**src/rtl/cr_isf_ib_arb.sv**
```systemverilog
// cr_isf_ib_arb: frame-level round-robin arbiter merging up to four AXI4-stream
// TLV sources onto the ISF ingress bus through one output pipeline register.
// It also provides per-source enables, an output-stall watchdog and per-frame
// completion strobes.

package axi4s_dp_pkg;
  typedef struct packed {
    logic        tvalid;
    logic        tlast;
    logic [7:0]  tid;
    logic [7:0]  tuser;
    logic [7:0]  tstrb;
    logic [63:0] tdata;
  } axi4s_dp_bus_t;

  typedef struct packed {
    logic tready;
  } axi4s_dp_rdy_t;
endpackage

module cr_isf_ib_arb
  import axi4s_dp_pkg::*;
#(
  parameter int N_SRC   = 2,
  parameter int STALL_W = 16
) (
  input  logic                clk,
  input  logic                rst_n,
  input  axi4s_dp_bus_t       src_in [N_SRC],
  output axi4s_dp_rdy_t       src_out [N_SRC],
  output axi4s_dp_bus_t       ob_out,
  input  axi4s_dp_rdy_t       ob_in,
  input  logic [N_SRC-1:0]    cfg_src_en,
  input  logic [STALL_W-1:0]  cfg_stall_limit,
  output logic                arb_busy,
  output logic [1:0]          arb_grant,
  output logic                frame_done_stb,
  output logic [1:0]          frame_done_src,
  output logic                stall_stb
);

  localparam logic [1:0] LAST_IDX = 2'(N_SRC - 1);

  typedef enum logic {IDLE = 1'b0, LOCKED = 1'b1} state_e;

  state_e              state_q, state_d;
  logic [1:0]          rr_ptr_q, rr_ptr_d;
  logic [1:0]          grant_q, grant_d;
  axi4s_dp_bus_t       ob_q, ob_d;
  logic [STALL_W-1:0]  stall_cnt_q, stall_cnt_d;

  axi4s_dp_bus_t       beat;
  logic [3:0]          cand;
  logic [2:0]          srch;
  logic                found;
  logic [1:0]          pick;
  logic                grant_rdy;
  logic                acc;
  logic                out_acc;
  logic                stalling;

  // Index after idx, wrapping from the last populated source back to 0.
  function automatic logic [1:0] nxt_idx(input logic [1:0] idx);
    return (idx == LAST_IDX) ? 2'd0 : idx + 2'd1;
  endfunction

  // Round-robin search from start; returns {found, index}.
  function automatic logic [2:0] rr_search(input logic [3:0] c, input logic [1:0] start);
    logic [2:0] r;
    logic [1:0] idx;
    r   = '0;
    idx = start;
    for (int k = 0; k < N_SRC; k++) begin
      if (!r[2] && c[idx]) r = {1'b1, idx};
      idx = nxt_idx(idx);
    end
    return r;
  endfunction

  // Candidate set for new grants and the beat offered by the granted source.
  always_comb begin
    cand = '0;
    beat = '0;
    for (int i = 0; i < N_SRC; i++) begin
      cand[i] = src_in[i].tvalid & cfg_src_en[i];
      if (grant_q == 2'(i)) beat = src_in[i];
    end
  end

  assign srch      = rr_search(cand, rr_ptr_q);
  assign found     = srch[2];
  assign pick      = srch[1:0];
  // The granted source may push whenever the output register is empty or draining.
  assign grant_rdy = !ob_q.tvalid || ob_in.tready;
  assign acc       = (state_q == LOCKED) && beat.tvalid && grant_rdy;
  assign out_acc   = ob_q.tvalid && ob_in.tready;
  assign stalling  = ob_q.tvalid && !ob_in.tready;

  // FSM state register.
  always_ff @(posedge clk or negedge rst_n) begin
    if (!rst_n) state_q <= IDLE;
    else        state_q <= state_d;
  end

  // FSM next state: lock on a found candidate, release on an accepted tlast beat.
  always_comb begin
    state_d = state_q;
    case (state_q)
      IDLE:    if (found) state_d = LOCKED;
      LOCKED:  if (acc && beat.tlast) state_d = IDLE;
      default: state_d = IDLE;
    endcase
  end

  // FSM outputs: busy flag, per-source readies and frame completion strobe.
  always_comb begin
    arb_busy       = (state_q == LOCKED);
    frame_done_stb = acc && beat.tlast;
    frame_done_src = grant_q;
    for (int i = 0; i < N_SRC; i++) begin
      src_out[i].tready = (state_q == LOCKED) && (grant_q == 2'(i)) && grant_rdy;
    end
  end

  // Grant capture in IDLE and pointer advance past the source that just finished.
  always_comb begin
    grant_d  = grant_q;
    rr_ptr_d = rr_ptr_q;
    if (state_q == IDLE && found) grant_d = pick;
    if (acc && beat.tlast)        rr_ptr_d = nxt_idx(grant_q);
  end

  // Output register next value: load accepted beats, drop tvalid when drained.
  always_comb begin
    ob_d = ob_q;
    if (acc) begin
      ob_d        = beat;
      ob_d.tvalid = 1'b1;
    end else if (ob_in.tready) begin
      ob_d.tvalid = 1'b0;
    end
  end

  // Stall counter: clears on output acceptance, counts stalled cycles, saturates.
  always_comb begin
    stall_cnt_d = stall_cnt_q;
    if (out_acc)                        stall_cnt_d = '0;
    else if (stalling && !(&stall_cnt_q)) stall_cnt_d = stall_cnt_q + STALL_W'(1);
  end

  // Watchdog fires in the cycle the counter steps onto a non-zero limit.
  assign stall_stb = stalling && !(&stall_cnt_q) && (cfg_stall_limit != '0) &&
                     ((stall_cnt_q + STALL_W'(1)) == cfg_stall_limit);

  // Grant, round-robin pointer, output register and stall counter state.
  always_ff @(posedge clk or negedge rst_n) begin
    if (!rst_n) begin
      grant_q     <= '0;
      rr_ptr_q    <= '0;
      ob_q        <= '0;
      stall_cnt_q <= '0;
    end else begin
      grant_q     <= grant_d;
      rr_ptr_q    <= rr_ptr_d;
      ob_q        <= ob_d;
      stall_cnt_q <= stall_cnt_d;
    end
  end

  assign ob_out    = ob_q;
  assign arb_grant = grant_q;

endmodule

```
**config.mk**
```make
export PLATFORM = sky130hd
export DESIGN_NAME = cr_isf_ib_arb
export DESIGN_NICKNAME = d
export VERILOG_FILES = /design/src/rtl/cr_isf_ib_arb.sv
export SDC_FILE = /design/constraint.sdc
export NUM_CORES = 1
export LEC_CHECK = 0
export ABC_AREA = 0
export BUFFER_PORTS_ARGS = -buffer_cell sky130_fd_sc_hd__buf_2
export CORE_UTILIZATION = 40
export DETAILED_ROUTE_END_ITERATION = 8
export PLACE_DENSITY = 0.74
export SYNTH_ARGS = -nofsm -noshare
export SYNTH_HDL_FRONTEND = slang
export SYNTH_SLANG_ARGS = --single-unit
```
**constraint.sdc**
```tcl
create_clock -name clk -period 2.86 [get_ports clk]
set_clock_uncertainty 0.05 [all_clocks]
set_input_delay 0.572 -clock clk [delete_from_list [all_inputs] [get_ports clk]]
set_output_delay 0.572 -clock clk [all_outputs]
set_load 0.03 [all_outputs]
```
==> impl_results.md, run 1 <==
* Final Hold Viols at 0
* CTS tree: done
* CP startpoint kind: flop
* CP Capture Point: stall_stb
* Rel. slew slack at 36.98%
* P_sw at 3.864 mW
* Initial DRT Pass Iterations at 5
* I/O pins at 300
* IO Port Bufs at 299
* FF+latch area at 2793 sq um
* CP max FO at 5
* Syn avg cell area at 10.09 sq um
* Critical Path RT at 2.24 ns
* Wire length per cell at 15.00 um
* YS warnings at 0
* Post-synth EDFFs at 0
* Final wirelength at 16080 um
* ANT nets after route at 0
* Reg2reg path depth at 6
* RSZ-0062 raised after global routing: true
* Logic pwr share at 54.0%
* Launch point of the worst path: stall_cnt_q[0]
* MaxCap Viol Count at 0
* Tcrit/Tclk final at 101.4%
* Layout cells sized above 1 at 43.36%
* Sw frac at 46.37%
* Min-Delay Path Class: input port to asynchronous set/reset pin
* # clock sinks at 111
* Clock-pin slew on the worst setup and hold paths at 0.07 ns
* Setup tns final at -0.04075 ns
* Seq/Total Area, Yosys at 46.72%
* Post-DR vias/cell at 5.219
* CTS max path bufs at 2
* Num rows at 44
* Critical Path AT at 2.28 ns
* Non-Filler Instances at 1072
* Slew Limit Fails at 0
* Final nets at 1086
* Synth Cell Area at 5946 sq um
* CTS buffer count at 9
* Initial antenna violation count at 0
* Total Power at 8.333 mW
* Netlist cell types at 44
* Endpoints failing setup at 1
* Top_reg_cell synth: dfrtp_1
* Core area at 14530 sq um
* Skew-Pair Late Insertion Delay at 0.34 ns
* Drt drc at 0
* Vias at 5595
* Status: complete, but fails checks
* Worst slew pin tran at 0.9452 ns
* Die area at 15360 sq um
* Tot GR Track Use at 20.51%
* Post-synthesis cell count at 589
* R2R Setup Slk at 0.85 ns
* First-pass GRT wire length at 24290 um
* RR Startpoint: ob_out[89]
* Clock power share at 15.3%
* Initial Util at 40.91%
* Reg2reg end: ob_out[43]
* Multi-input logic area at 3032 sq um
* Final worst slack at -0.04075 ns
* Maximum vdd drop at 0.4933 mV
* Synth-to-Final Area Change at 38.17%
* PwrDens at 1014 nW/um^2
* Violated checks: setup timing
* Internal at 4.469 mW
* ANT cells at 0
* H-tree depth at 3
* Vias in the first global route at 5007
* Die Ht at 123.9 um
* Finished Core Util at 56.53%
* Post-route cell area at 8215 sq um
* RePlAce Congestion at 0.8938
* # fillers at 1295
* Placed Area at 7657 sq um
* Dpl ws at 0.1026 ns
* Synthesized flop and latch total at 111
* Crit end category: output port
* Iteration-0 DRC Markers at 360
* P_leak at 4.206 nW
* Worst hold slack at 0.2097 ns
* FMAX at 0.3447 GHz
* Placed Cells incl. Taps at 1039
* Post-DP HPWL at 11540 um
* Die W at 123.9 um
* Net Count, Synth at 791
* Seq pwr share at 30.7%
* Crit Path Category: flop to output port
* Hold-fix buffers, CTS at 0
* Total congestion overflow at 0
* CTS root buf: clkbuf_16
* Minimum clock period at 2.901 ns
* Largest net degree at the start of global routing at 178
* Async SR Flop Fraction at 100.0%
[state kept, by name, summed over array words and instances (netlist names)]
signal / cells
rr_ptr_q: 2
stall_cnt_q: 16
arb_grant: 2
ob_out: 90
arb_busy: 1
[worst max-delay path: stages, from the launching register on]
cell and delay, ns:
dfrtp_1 0.41, buf_6 0.13, and4_4 0.23, nand2_2 0.05, or4b_1 0.46, o211ai_1 0.12
a21oi_2 0.10, nor4_4 0.26, buf_6 0.16
[kinds of logic after synthesis]
logic type | synth area share [%]
fa+ha+maj | 0.2104
simple gates | 14.14
mux | 15.51
flops | 46.72
compound gates | 16.37
xor+xnor | 3.241
buf+inv | 3.809
[layout by cell type (no fill, tap or decap), types with 6 or more instances in the layout]
master,netlist,routed
a21oi_1,9,8
buf_2,7,297
buf_4,2,28
clkbuf_16,0,9
dfrtp_1,111,101
dfrtp_2,0,9
inv_1,6,6
mux2i_1,91,91
nand2_1,102,100
nor2_1,18,17
o21ai_0,20,20
o31ai_1,95,95
xnor2_1,12,9
xor2_1,10,10
[cell type report]
class                           instances  share of cell area (%)
Clock buffer                           10                   2.909
Clock inverter                          5                  0.8072
Inverter                                6                  0.2741
Multi-Input combinational cell        422                   36.90
Sequential cell                       111                   33.99
Tap cell                              184                   2.802
Timing Repair Buffer                  334                   22.31
[per-layer routing]
layer | GRT usage [%] | up-vias | share of wire [%]
li1 | - | 2730 | -
met1 | 26.14 | 2606 | 42
met2 | 34.10 | 232 | 50
met3 | 4.579 | 27 | 6.6
met4 | 7.366 | 0 | 2.0
met5 | 0 | - | 0
[synth_stat cells, drive strengths merged, types with 2 or more instances]
| master | instances | share of area (%) |
|---|---|---|
| inv | 6 | 0.38 |
| o211ai | 2 | 0.25 |
| o41ai | 2 | 0.29 |
| nor2 | 18 | 1.1 |
| o31ai | 96 | 12 |
| o21ai | 23 | 2.0 |
| buf | 17 | 1.3 |
| nand4 | 6 | 0.88 |
| nor2b | 5 | 0.53 |
| and2 | 2 | 0.21 |
| xnor2 | 12 | 1.8 |
| dfrtp | 111 | 47 |
| nand3 | 9 | 0.97 |
| nor4 | 9 | 1.9 |
| o22ai | 2 | 0.21 |
| xor2 | 10 | 1.5 |
| a21oi | 9 | 0.76 |
| nor3 | 4 | 0.34 |
| and4 | 3 | 0.46 |
| and3 | 4 | 0.42 |
| mux2i | 91 | 15 |
| nand2b | 3 | 0.32 |
| clkbuf | 33 | 2.1 |
| nand2 | 102 | 6.4 |
[power groups by stage]
stage                     Clock (mW)  Sequential (mW)  Combinational, mW
final                           1.28             2.56               4.50
after floorplan                    0             3.80               1.95
after global routing            1.39             2.65               4.86
after CTS                       1.33             2.56               4.52
after global placement             0             2.56               4.39
after detailed placement           0             2.58               4.46
[what timing repair did]
action	CTS	global route
cloned	0	0
endpoints found under the setup margin	1	1
gates resized for setup	20	8
pin swaps	12	7
setup buffers	16	2
[worst min-delay path by stage]
stage / start / end / slack, ns / cells past startpoint
after floorplan: rst_n / arb_busy / 0.23 / 0
after global placement: ob_out[87] / ob_out[87] / 0.40 / 2
after detailed placement: ob_out[6] / ob_out[6] / 0.41 / 2
after CTS: rst_n / stall_cnt_q[9] / 0.23 / 1
after global routing: rst_n / stall_cnt_q[9] / 0.27 / 1
final: rst_n / stall_cnt_q[10] / 0.21 / 1
Note: power is estimated with default switching activity, not from simulation.
==> run 2, diff against run 1 <==
CORE_UTILIZATION = 34   (was 40)
PLACE_DENSITY = 0.65   (was 0.74)
==> run 2 against run 1 <==
Net effect:
- the flow now finishes without violations
- count of clock-buffer cells in the layout increased by 2
- register-to-register slack about the same
- core utilization decreased by 7.9 points
- largest power group unchanged
- highest routed layer is now met5
==> impl_results.md, run 2 (synthesized netlist as in run 1, its figures left out) <==
* Skew-Pair Late Insertion Delay at 0.35 ns (was 0.34 ns)
* I/O pins at 300 (unchanged)
* P_leak at 4.176 nW (was 4.206 nW)
* Die Ht at 134.2 um (was 123.9 um)
* CTS root buf: clkbuf_16 (unchanged)
* Max reg flops at 90 (unchanged)
* Total congestion overflow at 0 (unchanged)
* Core area at 16820 sq um (was 14530 sq um)
* Total Power at 8.287 mW (was 8.333 mW)
* Slew Limit Fails at 0 (unchanged)
* CP startpoint kind: flop (unchanged)
* Drt drc at 0 (unchanged)
* Placed Cells incl. Taps at 1073 (was 1039)
* Setup tns final at 0 ns (was -0.04075 ns)
* Clock-pin slew on the worst setup and hold paths at 0.08 ns (was 0.07 ns)
* Iteration-0 DRC Markers at 260 (was 360)
* Dpl ws at 0.05960 ns (was 0.1026 ns)
* Critical Path AT at 2.23 ns (was 2.28 ns)
* MaxCap Viol Count at 0 (unchanged)
* RSZ-0062 raised after global routing: true (unchanged)
* FMAX at 0.3501 GHz (was 0.3447 GHz)
* Initial Util at 35.35% (was 40.91%)
* Wire length per cell at 14.99 um (was 15.00 um)
* Post-DP HPWL at 12190 um (was 11540 um)
* Crit end category: output port (unchanged)
* Critical Path RT at 2.24 ns (about the same)
* CTS max path bufs at 2 (unchanged)
* Die W at 134.2 um (was 123.9 um)
* ANT nets after route at 0 (unchanged)
* Die area at 18020 sq um (was 15360 sq um)
* Non-Filler Instances at 1102 (was 1072)
* Num rows at 47 (was 44)
* IO Port Bufs at 299 (unchanged)
* Most common cell after layout, fill and taps aside: buf_2 (unchanged)
* Initial antenna violation count at 1 (was 0)
* # fillers at 1654 (was 1295)
* CP max FO at 6 (was 5)
* Worst slew pin tran at 0.8055 ns (was 0.9452 ns)
* ANT cells at 0 (unchanged)
* RePlAce Congestion at 0.9069 (was 0.8938)
* Vias at 5462 (was 5595)
* Commonest non-fill, non-tap cells in the layout: 297 x buf_2, 100 x nand2_1, 99 x dfrtp_1 (was 297 x buf_2, 101 x dfrtp_1, 100 x nand2_1)
* Final Hold Viols at 0 (unchanged)
* Tot GR Track Use at 18.13% (was 20.51%)
* # clock sinks at 111 (unchanged)
* Vias in the first global route at 5152 (was 5007)
* First-pass GRT wire length at 25840 um (was 24290 um)
* Rel. slew slack at 46.30% (was 36.98%)
* Layout cells sized above 1 at 42.86% (was 43.36%)
* Minimum clock period at 2.857 ns (was 2.901 ns)
* Initial DRT Pass Iterations at 4 (was 5)
* Synth-to-Final Area Change at 37.54% (was 38.17%)
* Final wirelength at 16520 um (was 16080 um)
* PwrDens at 1013 nW/um^2 (was 1014 nW/um^2)
* Crit Path Category: flop to output port (unchanged)
* Min-Delay Path Class: input port to asynchronous set/reset pin (unchanged)
* Largest net degree at the start of global routing at 178 (unchanged)
* Final worst slack at 0.003484 ns (was -0.04075 ns)
* H-tree depth at 3 (unchanged)
* Tcrit/Tclk final at 99.88% (was 101.4%)
* CTS buffer count at 9 (unchanged)
* Maximum vdd drop at 0.4615 mV (was 0.4933 mV)
* Final nets at 1079 (was 1086)
* Endpoints failing setup at 0 (was 1)
* Post-DR vias/cell at 4.956 (was 5.219)
* CTS tree: done (unchanged)
* Finished Core Util at 48.62% (was 56.53%)
* Status: complete, no violations (was complete, but fails checks)
## run 2: cell types whose count changed in the layout (fill, tap and decap cells not counted), moves of 2 or more
cell      before  now
buf_6          5    0
dfrtp_1      101   99
xnor2_2        3    1
xnor2_1        9   11
dfrtp_2        9   11
clkbuf_1       0    2
## run 2: path summary, 6_finish.rpt
kind	cells after the start	slack, ns	from	end
max	7	0.003	stall_cnt_q[7]	stall_stb
min	1	0.09	rst_n	stall_cnt_q[12]
max reg2reg	9	0.86	stall_cnt_q[0]	stall_cnt_q[7]
min reg2reg	2	0.42	ob_out[49]	ob_out[49]
max in group asynchronous	2	2.00	rst_n	ob_out[45]
min in group clk	2	0.42	ob_out[49]	ob_out[49]
## run 2: per-stage QoR
stage	instance area, sq um	hold WS, ns
floorplan	5954	0.2264
global placement	7675	0.4049
detailed placement	7675	0.4102
CTS	8173	0.09981
global route	8178	0.1232
finish	8178	0.09495
## run 2: cell type report
type,count,area [sq um],area share [%]
tap,220,275.3,3.366
multi-input combinational,422,3034,37.10
inverter,6,22.52,0.2754
timing repair buffer,327,1749,21.39
clock inverter,4,55.05,0.6732
clock buffer,12,246.5,3.014
sequential,111,2795,34.18
## run 2: where the power goes
part           internal [mW]  total [mW]  switching, mW
clock network          0.708        1.28          0.576
logic                   1.49        4.43           2.94
registers               2.23        2.57          0.346
## run 2: worst max-delay path: stages (launching register included)
cell and delay [ns]:
dfrtp_2 0.44, nand4_4 0.21, nor4_4 0.37, xor2_1 0.21, and3_1 0.20, o221ai_2 0.13
nor4_4 0.14, buf_4 0.19
## run 2: metal layers
metal  up-vias  global-route usage (%)  routed length [um]
met2       208                   31.09                8153
met1      2514                   22.75                7093
met5         -                       0                  13
met3        18                   3.590                1045
li1       2720                       -                   -
met4         2                   6.117                 214
## run 2: timing repair
action | in CTS | in global routing
buffers inserted | 13 | 0
hold endpoints to repair | 0 | 0
pin swaps | 10 | 4
endpoints found under the setup margin | 1 | 1
hold buffers | 0 | 0
resized for setup | 24 | 3
==> run 3, diff against run 2 <==
CELL_PAD_IN_SITES_DETAIL_PLACEMENT = 1   (was default)
CELL_PAD_IN_SITES_GLOBAL_PLACEMENT = 2   (was default)
CORE_UTILIZATION = 26   (was 34)
PLACE_DENSITY = 0.82   (was 0.65)
==> run 3 against run 2 <==
Net effect:
- the flow now finishes with violations (setup timing)
- clock power barely moved
- combinational power rose by 3%
- worst hold slack improved by 0.070 ns
- highest routed layer is now met4
==> impl_results.md, run 3 (synthesized netlist as in run 1, its figures left out) <==
* CP startpoint kind: flop (unchanged)
* Max reg flops at 90 (unchanged)
* Final Hold Viols at 0 (unchanged)
* Minimum clock period at 2.905 ns (was 2.857 ns)
* Critical Path RT at 2.24 ns (about the same)
* Total congestion overflow at 0 (unchanged)
* Die Ht at 153.2 um (was 134.2 um)
* Min-Delay Path Class: input port to asynchronous set/reset pin (unchanged)
* Core area at 22090 sq um (was 16820 sq um)
* Setup tns final at -0.04487 ns (was 0 ns)
* Commonest non-fill, non-tap cells in the layout: 297 x buf_2, 99 x nand2_1, 99 x dfrtp_1 (was 297 x buf_2, 100 x nand2_1, 99 x dfrtp_1)
* Drt drc at 0 (unchanged)
* Initial Util at 26.91% (was 35.35%)
* CTS root buf: clkbuf_16 (unchanged)
* Reg2reg end: stall_cnt_q[5] (was stall_cnt_q[7])
* Crit end category: output port (unchanged)
* Skew-Pair Late Insertion Delay at 0.34 ns (was 0.35 ns)
* Critical Path AT at 2.28 ns (was 2.23 ns)
* Final wirelength at 20380 um (was 16520 um)
* FMAX at 0.3442 GHz (was 0.3501 GHz)
* Reg2reg path depth at 8 (was 9)
* Post-DR vias/cell at 4.851 (was 4.956)
* Critical path, cell by cell: and4_4 > nand2_2 > or4b_1 > o211ai_1 > a21oi_2 > nor4_4 > buf_4 (was nand4_4 > nor4_4 > xor2_1 > and3_1 > o221ai_2 > nor4_4 > buf_4)
* Num rows at 54 (was 47)
* Iteration-0 DRC Markers at 196 (was 260)
* P_leak at 4.225 nW (was 4.176 nW)
* RSZ-0062 raised after global routing: true (unchanged)
* MaxCap Viol Count at 0 (unchanged)
* Worst path max stage delay at 0.47 ns (was 0.44 ns)
* CP max FO at 5 (was 6)
* Tot GR Track Use at 17.70% (was 18.13%)
* Critical-path top delay cell: or4b_1 (was dfrtp_2)
* Launch point of the worst path: stall_cnt_q[0] (was stall_cnt_q[7])
* I/O pins at 300 (unchanged)
* Status: complete, but fails checks (was complete, no violations)
* Final nets at 1085 (was 1079)
* PwrDens at 1017 nW/um^2 (was 1013 nW/um^2)
* # clock sinks at 111 (unchanged)
* # fillers at 2634 (was 1654)
* Slew Limit Fails at 0 (unchanged)
* Tcrit/Tclk final at 101.6% (was 99.88%)
* Wire length per cell at 17.46 um (was 14.99 um)
* RR Startpoint: stall_cnt_q[0] (unchanged)
* Critical path depth at 7 (unchanged)
* RePlAce Congestion at 0.8545 (was 0.9069)
* Endpoints failing setup at 1 (was 0)
* H-tree depth at 3 (unchanged)
* Final worst slack at -0.04487 ns (was 0.003484 ns)
* Violated checks: setup timing
* Clock-pin slew on the worst setup and hold paths at 0.08 ns (about the same)
* Maximum vdd drop at 0.4920 mV (was 0.4615 mV)
* Layout cells sized above 1 at 43.63% (was 42.86%)
* Post-DP HPWL at 15090 um (was 12190 um)
* CTS max path bufs at 2 (unchanged)
* CP Capture Point: stall_stb (unchanged)
* Vias in the first global route at 5933 (was 5152)
* Initial antenna violation count at 1 (unchanged)
* Worst slew pin tran at 0.8561 ns (was 0.8055 ns)
* Die W at 153.2 um (was 134.2 um)
* First-pass GRT wire length at 32550 um (was 25840 um)
* Rel. slew slack at 42.93% (was 46.30%)
* Finished Core Util at 37.68% (was 48.62%)
* ANT cells at 0 (unchanged)
* IO Port Bufs at 299 (unchanged)
* Largest net degree at the start of global routing at 178 (unchanged)
* ANT nets after route at 0 (unchanged)
* R2R Setup Slk at 0.78 ns (was 0.86 ns)
* Vias at 5661 (was 5462)
* Crit Path Category: flop to output port (unchanged)
* Worst path top cell family by delay: simple AND/OR/NAND/NOR gates (unchanged)
* Initial DRT Pass Iterations at 4 (unchanged)
* Synth-to-Final Area Change at 40.00% (was 37.54%)
* Die area at 23480 sq um (was 18020 sq um)
* CTS tree: done (unchanged)
* CP bufs+invs at 1 (unchanged)
* CTS buffer count at 9 (unchanged)
* Most common cell after layout, fill and taps aside: buf_2 (unchanged)
-- run 3: cell count changes in the layout (fill, tap and decap cells not counted), sizes merged --
cell	before	now
clkinvlp	1	0
clkinv	2	3
buf	327	333
inv	6	8
clkbuf	12	9
-- run 3: where the power goes --
part / total [mW] / switching [mW] / leakage, nW / internal, mW
clock: 1.31 / 0.619 / 0.149 / 0.693
combinational: 4.58 / 3.07 / 2.69 / 1.51
sequential: 2.57 / 0.347 / 1.38 / 2.22
-- run 3: worst min-delay path by stage --
stage / to / slack [ns] / depth (start not counted)
after global placement: ob_out[80] / 0.41 / 2
after global routing: stall_cnt_q[15] / 0.20 / 1
final: stall_cnt_q[15] / 0.16 / 1
after detailed placement: ob_out[52] / 0.41 / 2
after floorplan: arb_busy / 0.23 / 0
after CTS: stall_cnt_q[3] / 0.20 / 1
-- run 3: stage by stage --
step / cell area, sq um / hold slack (ns) / setup slack (ns) / std cells / power, mW
after detailed placement: 7800 / 0.4102 / 0.08707 / 1136 / 7.228
after global routing: 8324 / 0.2007 / -0.1382 / 1167 / 9.051
after CTS: 8318 / 0.2014 / -0.03728 / 1167 / 8.632
after global placement: 7800 / 0.4051 / 0.08644 / 1136 / 7.138
after floorplan: 5954 / 0.2264 / 0.01305 / 589 / 5.751
final: 8324 / 0.1646 / -0.04487 / 1167 / 8.465
-- run 3: metal layers --
layer	part of all wire [%]	global-route usage, %	vias up
met1	42	21.50	2729
met2	50	31.14	190
li1	-	-	2719
met5	0	0	-
met3	5.9	4.083	23
met4	1.4	4.954	0
-- run 3: repair_timing --
| action | CTS | global route |
|---|---|---|
| buffers inserted | 16 | 0 |
| gates cloned | 0 | 0 |
| pin swaps | 10 | 0 |
| resized for setup | 26 | 2 |
| endpoints found under the setup margin | 1 | 1 |
| hold buffers | 0 | 0 |
-- run 3: layout make-up --
| cell class | instances | area, sq um | area share, % |
|---|---|---|---|
| clock buffers | 9 | 225.2 | 2.706 |
| clock inverters | 6 | 78.83 | 0.9469 |
| inverters | 6 | 22.52 | 0.2706 |
| multi-input cells | 422 | 3039 | 36.51 |
| flip-flops and latches | 111 | 2798 | 33.61 |
| well taps | 280 | 350.3 | 4.209 |
| repair buffers | 333 | 1810 | 21.75 |
